===== config.mk =====
export PLATFORM = sky130hd
export DESIGN_NAME = unidad_control_micro
export DESIGN_NICKNAME = d
export VERILOG_FILES = /design/src/rtl/unidad_control_micro.sv
export SDC_FILE = /design/constraint.sdc
export NUM_CORES = 1
export LEC_CHECK = 0
export ABC_AREA = 1
export ABC_CLOCK_PERIOD_IN_PS = 2200
export CELL_PAD_IN_SITES_DETAIL_PLACEMENT = 1
export CELL_PAD_IN_SITES_GLOBAL_PLACEMENT = 2
export CORE_MARGIN = 2
export CORE_UTILIZATION = 26
export CTS_CLUSTER_SIZE = 30
export DETAILED_ROUTE_END_ITERATION = 7
export PLACE_DENSITY_LB_ADDON = 0.08
export SKIP_CTS_REPAIR_TIMING = 1
export SYNTH_ARGS = -nofsm -noshare
export SYNTH_HDL_FRONTEND = slang
export SYNTH_SLANG_ARGS = --single-unit

===== constraint.sdc =====
create_clock -name i_clk -period 2.2 [get_ports i_clk]
set_input_delay 0.22 -clock i_clk [delete_from_list [all_inputs] [get_ports i_clk]]
set_output_delay 0.22 -clock i_clk [all_outputs]
set_load 0.005 [all_outputs]

===== src/rtl/unidad_control_micro.sv =====
// Multi-cycle control unit for a small accumulator-style micro: fetches 16-bit
// instructions, decodes them and sequences register-file writes, jumps and external input.
module unidad_control_micro #(
  parameter logic [7:0] DIR_RESET = 8'h00
) (
  input  logic        i_clk,
  input  logic        i_rst_n,
  input  logic [15:0] i_instruccion,
  input  logic        i_dato_valido,
  input  logic        i_cero,
  output logic [7:0]  o_direccion_instruccion,
  output logic [2:0]  o_Sel_DW,
  output logic [7:0]  o_Num,
  output logic [2:0]  o_dir_rd,
  output logic [2:0]  o_dir_ry,
  output logic        o_we,
  output logic        o_dato_ack,
  output logic        o_halt
);

  // state     | meaning
  // FETCH     | latch instruction, advance PC
  // DECODE    | resolve opcode, take jumps
  // ESPERA    | wait for external data valid
  // WRITEBACK | one-cycle register-file write
  // HALT      | frozen until reset
  typedef enum logic [2:0] {
    S_FETCH     = 3'd0,
    S_DECODE    = 3'd1,
    S_ESPERA    = 3'd2,
    S_WRITEBACK = 3'd3,
    S_HALT      = 3'd4
  } estado_t;

  localparam logic [3:0] OP_NOP  = 4'd0;
  localparam logic [3:0] OP_LDR0 = 4'd1;
  localparam logic [3:0] OP_IN   = 4'd2;
  localparam logic [3:0] OP_LDI  = 4'd3;
  localparam logic [3:0] OP_CALL = 4'd4;
  localparam logic [3:0] OP_MOV  = 4'd5;
  localparam logic [3:0] OP_JMP  = 4'd6;
  localparam logic [3:0] OP_JZ   = 4'd7;
  localparam logic [3:0] OP_HALT = 4'd8;

  estado_t     estado;
  logic [7:0]  pc;
  logic [15:0] ir;
  logic [3:0]  opcode;

  assign opcode = ir[15:12];

  always_ff @(posedge i_clk) begin
    if (!i_rst_n) begin
      estado <= S_FETCH;
      pc     <= DIR_RESET;
      ir     <= 16'h0000;
    end else begin
      case (estado)
        S_FETCH: begin
          ir     <= i_instruccion;
          pc     <= pc + 8'd1;
          estado <= S_DECODE;
        end
        S_DECODE: begin
          case (opcode)
            OP_LDR0, OP_LDI, OP_MOV, OP_CALL: estado <= S_WRITEBACK;
            OP_IN:   estado <= S_ESPERA;
            OP_HALT: estado <= S_HALT;
            OP_JMP: begin
              pc     <= ir[7:0];
              estado <= S_FETCH;
            end
            OP_JZ: begin
              if (i_cero) pc <= ir[7:0];
              estado <= S_FETCH;
            end
            default: estado <= S_FETCH;
          endcase
        end
        S_ESPERA: begin
          if (i_dato_valido) estado <= S_WRITEBACK;
        end
        S_WRITEBACK: begin
          // The link written this cycle is the incremented PC; redirect only afterwards.
          if (opcode == OP_CALL) pc <= ir[7:0];
          estado <= S_FETCH;
        end
        S_HALT: estado <= S_HALT;
        default: estado <= S_FETCH;
      endcase
    end
  end

  // Write-data source follows IR alone so it is stable from DECODE through WRITEBACK.
  always_comb begin
    o_Sel_DW = 3'd0;
    case (opcode)
      OP_LDR0: o_Sel_DW = 3'd0;
      OP_IN:   o_Sel_DW = 3'd1;
      OP_LDI:  o_Sel_DW = 3'd2;
      OP_CALL: o_Sel_DW = 3'd3;
      OP_MOV:  o_Sel_DW = 3'd4;
      default: o_Sel_DW = 3'd0;
    endcase
  end

  assign o_direccion_instruccion = pc;
  assign o_Num      = ir[7:0];
  assign o_dir_rd   = ir[11:9];
  assign o_dir_ry   = ir[8:6];
  assign o_we       = (estado == S_WRITEBACK);
  assign o_dato_ack = (estado == S_ESPERA) && i_dato_valido;
  assign o_halt     = (estado == S_HALT);

endmodule


# After elaboration in Yosys (flattened, before gate mapping)
# Cells that the tools add are included.
dict set report classes {
  addsub 1
  eq_ne 16
  n_mux 8
  n_reduce_logical 5
}
# op n
set ops {}
lappend ops {{$pmux 3 s4} 2}
lappend ops {{$pmux 8 s3} 1}
lappend ops {{$eq 4x3->1 const B} 4}
lappend ops {{$mux 8} 2}
lappend ops {{$pmux 8 s2} 1}
lappend ops {{$pmux 3 s3} 1}
lappend ops {{$add 8x1->8 const B} 1}
lappend ops {{$eq 4x2->1 const B} 2}
lappend ops {{$eq 3x2->1 const B} 2}
lappend ops {{$eq 4x1->1 const B} 1}
lappend ops {{$eq 4x4->1 const B} 1}
lappend ops {{$reduce_and 4->1} 1}
lappend ops {{$reduce_or 4->1} 1}
lappend ops {{$eq 3x1->1 const B} 1}
lappend ops {{$eq 3x3->1 const B} 1}
lappend ops {{$logic_not 3->1} 1}
lappend ops {{$mux 3} 1}
lappend ops {{$ne 3x2->1 const B} 1}
lappend ops {{$ne 3x3->1 const B} 1}
lappend ops {{$reduce_bool 3->1} 1}
lappend ops {{$ne 2x1->1 const B} 1}
lappend ops {{$ne 2x2->1 const B} 1}
lappend ops {{$logic_and 1x1->1} 1}
dict set report word_totals {
  ff_bits 27
  output_inout_bits 28
  elab_cells 33
}

# Logic depth before layout (Yosys ltp)
dict set report logic_depth {
  word_depth 4
  ltp_mapped 9
  mapped_depth_nobuf 9
}

# Worst setup path after synthesis
# Ideal clock, no wire load.
dict set report synth_timing {
  path_type {reg-to-reg}
  startpoint {reg estado[0]}
  endpoint {reg ir[12]}
  setup_ns 0.119
  arrival_ns 1.060
  required_time_ns 2.081
  slack_ns 1.021
  path_stages_with_launch 8
  path_buffers 1
  cell_sequence {dfxtp_1 > nor2_1 > inv_2 > nor2_4 > inv_2 > buf_2 > o21ai_0 > a21oi_1}
}
dict set report synth_via {
  elab_chain_len 1
}
# item line_no
set synth_rtl {}
lappend synth_rtl {{from (decl)} 45} ;# estado_t estado;
lappend synth_rtl {{from (signal assigned)} 54} ;# estado <= S_FETCH;
lappend synth_rtl {{from (signal assigned)} 62} ;# estado <= S_DECODE;
lappend synth_rtl {{from (signal assigned)} 66} ;# OP_LDR0, OP_LDI, OP_MOV, OP_CALL: estado <= S_WRITEBACK;
lappend synth_rtl {{$logic_not 3->1} 58} ;# case (estado)
lappend synth_rtl {{to (signal assigned)} 60} ;# ir <= i_instruccion;
lappend synth_rtl {{to (decl)} 47} ;# logic [15:0] ir;
# No other way between the ends.
# A chain may end at the register's enable or synchronous reset.

# Worst setup path in the final report
dict set report layout_timing {
  startpoint {reg ir[15]}
  endpoint {out o_Sel_DW[1]}
}
dict set report layout_via {
  elab_chain_len 2
  word_cells_on_any_way 5
  classes_between {eq/ne: 4; mux: 1}
}
# item line_no
set layout_rtl {}
lappend layout_rtl {{$eq 4x3->1 / $eq 4x2->1 (equally long branches)} 97} ;# case (opcode)
lappend layout_rtl {{$pmux 3 s4 (*)} 97}
lappend layout_rtl {{to (decl)} 12} ;# output logic [2:0] o_Sel_DW,
# Mark *: on every way between the ends. The rest lies on a longest branch, timed or not.

==> metrics.md <==
| Metric | Value |
|---|---|
| Result of the run | `complete, no violations` |
| Share of cells above drive strength 1 | `10.61%` |
| Clock tree from TritonCTS | `built` |
| Largest net degree at the start of global routing | `25` |
| Setup TNS | `0 ns` |
| Layout overhead on the synthesized area | `33.05%` |
| Aggregate routed wire length | `3.802 mm` |
| Crit end category | `output port` |
| Post-route fraction of the period consumed by the critical path | `82.01%` |
| Leakage power total | `0.0008050 uW` |
| Metal2 WL | `1.741 mm` |
| Instance count along the most critical hold path | `2` |
| H-tree depth | `1` |
| Cell count of the worst reg-to-reg path | `6` |
| Hold worst-path end | `ir[0]` |
| Hold path startpoint | `ir[0]` |
| Via count of the first global-routing pass | `1,386` |
| RR Startpoint | `estado[0]` |
| Crit path kind | `register to output port` |
| Count of yosys warnings during synthesis | `0` |
| Layout filler cell count | `715` |
| Syn Area/Cell | `6.964 um^2` |
| Biggest area contributors in the synthesized netlist | `sky130_fd_sc_hd__dfxtp_1 (37%), sky130_fd_sc_hd__nor2_1 (11%), sky130_fd_sc_hd__nand2_1 (7.9%)` |
| CTS root buffer | `sky130_fd_sc_hd__clkbuf_8` |
| Antenna violations before repair | `0` |
| TritonCTS buffer count | `3` |
| Critical Path RT | `1.98 ns` |
| Maximum clock skew at final layout | `0.008730 ns` |
| Tmin final | `1.804 ns` |
| Clk pin slew, worst setup/hold paths | `0.11 ns` |
| Number of remaining DRC errors | `0` |
| Antenna cells | `0` |
| Die width | `79.36 um` |
| Boundary Pins | `48` |
| Length of routed wiring on met1 | `1.845 mm` |
| Die Outline Area | `6297 um^2` |
| Mapped Cells | `212` |
| Register-to-Register Setup Slack | `0.77 ns` |
| Netlist Area Pre-Place | `1476 um^2` |
| Starting utilization of the core area | `26.81%` |
| Upper clock frequency limit | `554.3 MHz` |
| Topmost layer with routed signal wires | `met4` |
| Netlist cell types | `27` |
| Arrival time worst endpoint | `1.58 ns` |
| Global-route wire length before repair | `6.375 mm` |
| Max Root-Sink Buffers | `2` |
| Most frequent standard cell in the layout excluding fill and tap cells | `sky130_fd_sc_hd__clkdlybuf4s50_1` |
| Setup repair after global routing missed its margin | `no` |
| Area used by multi-input combinational logic | `699.4 um^2` |
| Count of state elements after synthesis | `27` |
| Maximum resistive drop on vdd | `0.3015 mV` |
| Transition time of the tightest slew-check pin | `0.3488 ns` |
| Total gr overflow | `0` |
| Kind of start point of the critical path | `register` |
| Detail Route Antenna Nets | `0` |
| Die Y | `79.36 um` |
| Overall global routing resource usage | `12.89%` |
| Hold crit path type | `register to register` |
| Clk sink count | `27` |
| Endpoint of the most critical register-to-register path | `ir[1]` |
| Sequential-to-total area share from yosys stat | `36.61%` |
| Placer's final routability congestion estimate | `0.7635` |
| Final setup violation count | `0` |
| Endpoints failing hold | `0` |
| Relative slew slack | `76.72%` |
| Vias per Instance | `4.265` |
| Utilization of the core after routing | `35.67%` |
| Cell type contributing the most total cell area after synthesis | `sky130_fd_sc_hd__dfxtp_1` |
| Clock network latency to the later pin of the worst-skew pair | `0.29 ns` |
| Met3 Wirelength | `188 um` |
| Max cap viols | `0` |
| Most frequent cells in the layout | `sky130_fd_sc_hd__clkdlybuf4s50_1 (47), sky130_fd_sc_hd__nor2_1 (42), sky130_fd_sc_hd__nand2_1 (31)` |
| Total half-perimeter wirelength after legalization and detailed placement | `2.904 mm` |
| Routed wirelength normalized by instance count | `11.99 um` |
| Number of iterations in the first detailed-routing pass | `4` |
| Net count after synthesis | `233` |
| Power per cell area | `1029 nW/um^2` |
| Final max-slew violation count | `0` |
| Number of nets in the final layout | `267` |
| Via count | `1,352` |
| Largest fanout on the critical path | `4` |
| Buffers added on ports | `47` |
| Floorplan core area | `5507 um^2` |
| Std cell rows | `27` |
| First-iteration detailed-routing DRC count | `21` |
| Top-area cell type share of the netlist area | `36.61%` |
| Register area | `540.5 um^2` |
[synth_stat cells]
cell type / n
sky130_fd_sc_hd__dfxtp_1: 27
sky130_fd_sc_hd__o21bai_2: 2
sky130_fd_sc_hd__o21ai_1: 3
sky130_fd_sc_hd__nand2_1: 31
sky130_fd_sc_hd__clkbuf_1: 1
sky130_fd_sc_hd__inv_1: 21
sky130_fd_sc_hd__nand2_8: 1
sky130_fd_sc_hd__inv_6: 1
sky130_fd_sc_hd__nor3_1: 2
sky130_fd_sc_hd__o22ai_1: 2
sky130_fd_sc_hd__a21oi_1: 12
sky130_fd_sc_hd__a21oi_2: 1
sky130_fd_sc_hd__nand3_2: 1
sky130_fd_sc_hd__o21ai_0: 23
sky130_fd_sc_hd__buf_4: 15
sky130_fd_sc_hd__nand2_2: 1
sky130_fd_sc_hd__nor2_4: 3
sky130_fd_sc_hd__inv_2: 5
sky130_fd_sc_hd__nand2_4: 3
sky130_fd_sc_hd__o21bai_1: 1
sky130_fd_sc_hd__buf_2: 2
sky130_fd_sc_hd__ha_1: 1
sky130_fd_sc_hd__nand3_1: 6
sky130_fd_sc_hd__buf_1: 1
sky130_fd_sc_hd__a41oi_1: 1
sky130_fd_sc_hd__nor2_2: 3
sky130_fd_sc_hd__nor2_1: 42
[where the power goes]
part           internal (uW)  leakage [uW]  switching (uW)
registers                621      0.000224             122
clock network            134     0.0000261             180
logic                    458      0.000555             506
total                   1210      0.000805             808
[routing by layer]
layer / up-vias / GRT usage [%]
met5: - / 0
met4: 0 / 2.586
met3: 4 / 3.750
met2: 28 / 21.69
met1: 600 / 16.39
li1: 720 / -
[worst max-delay path by stage]
stage | start | to | slack (ns) | cells past startpoint
after CTS | ir[15] | o_Sel_DW[1] | 0.35 | 4
after global routing | ir[15] | o_Sel_DW[1] | 0.23 | 4
after floorplan | estado[0] | ir[12] | 1.02 | 7
final | ir[15] | o_Sel_DW[1] | 0.40 | 4
after detailed placement | i_dato_valido | o_dato_ack | 0.65 | 4
after global placement | i_dato_valido | o_dato_ack | 0.66 | 4
[registers in the layout, indices dropped and copies added (netlist names)]
register	count
o_direccion_instruccion	8
ir	16
estado	3
[logic make-up (layout without fill, tap and decap cells)]
kind of cell | Yosys count | count (layout) | share of synthesized area, %
buffers and inverters | 46 | 79 | 16.02
AO/OA/AOI/OAI | 45 | 45 | 16.95
AND/OR/NAND/NOR | 93 | 93 | 29.58
adder cells (fa/ha/maj) | 1 | 1 | 0.8473
flip-flops | 27 | 27 | 36.61
[cell type report]
type                            instances  share of cell area (%)
Clock inverter                          1                  0.4459
Timing Repair Buffer                   48                   24.33
Inverter                               27                   5.414
Sequential cell                        27                   27.52
Tap cell                               72                   4.586
Multi-Input combinational cell        139                   35.61
Clock buffer                            3                   2.102
[through the flow]
step	hold slack [ns]	cells	setup WS (ns)	instance area [um^2]	power, uW
CTS	0.4899	317	0.3477	1964	2076
finish	0.4872	317	0.3958	1964	2021
detailed placement	0.4722	313	0.6466	1914	1746
floorplan	0.3549	212	1.021	1476	1389
global route	0.4944	317	0.2306	1964	2221
global placement	0.4583	313	0.6623	1914	1751
[critical path, cell delays in order, from the launching register on]
cell and delay, ns:
sky130_fd_sc_hd__dfxtp_1 0.35, sky130_fd_sc_hd__nor2_1 0.16, sky130_fd_sc_hd__nand2_1 0.10, sky130_fd_sc_hd__o21ai_0 0.16, sky130_fd_sc_hd__clkdlybuf4s50_1 0.52
Power figures use the tool's default switching activity.
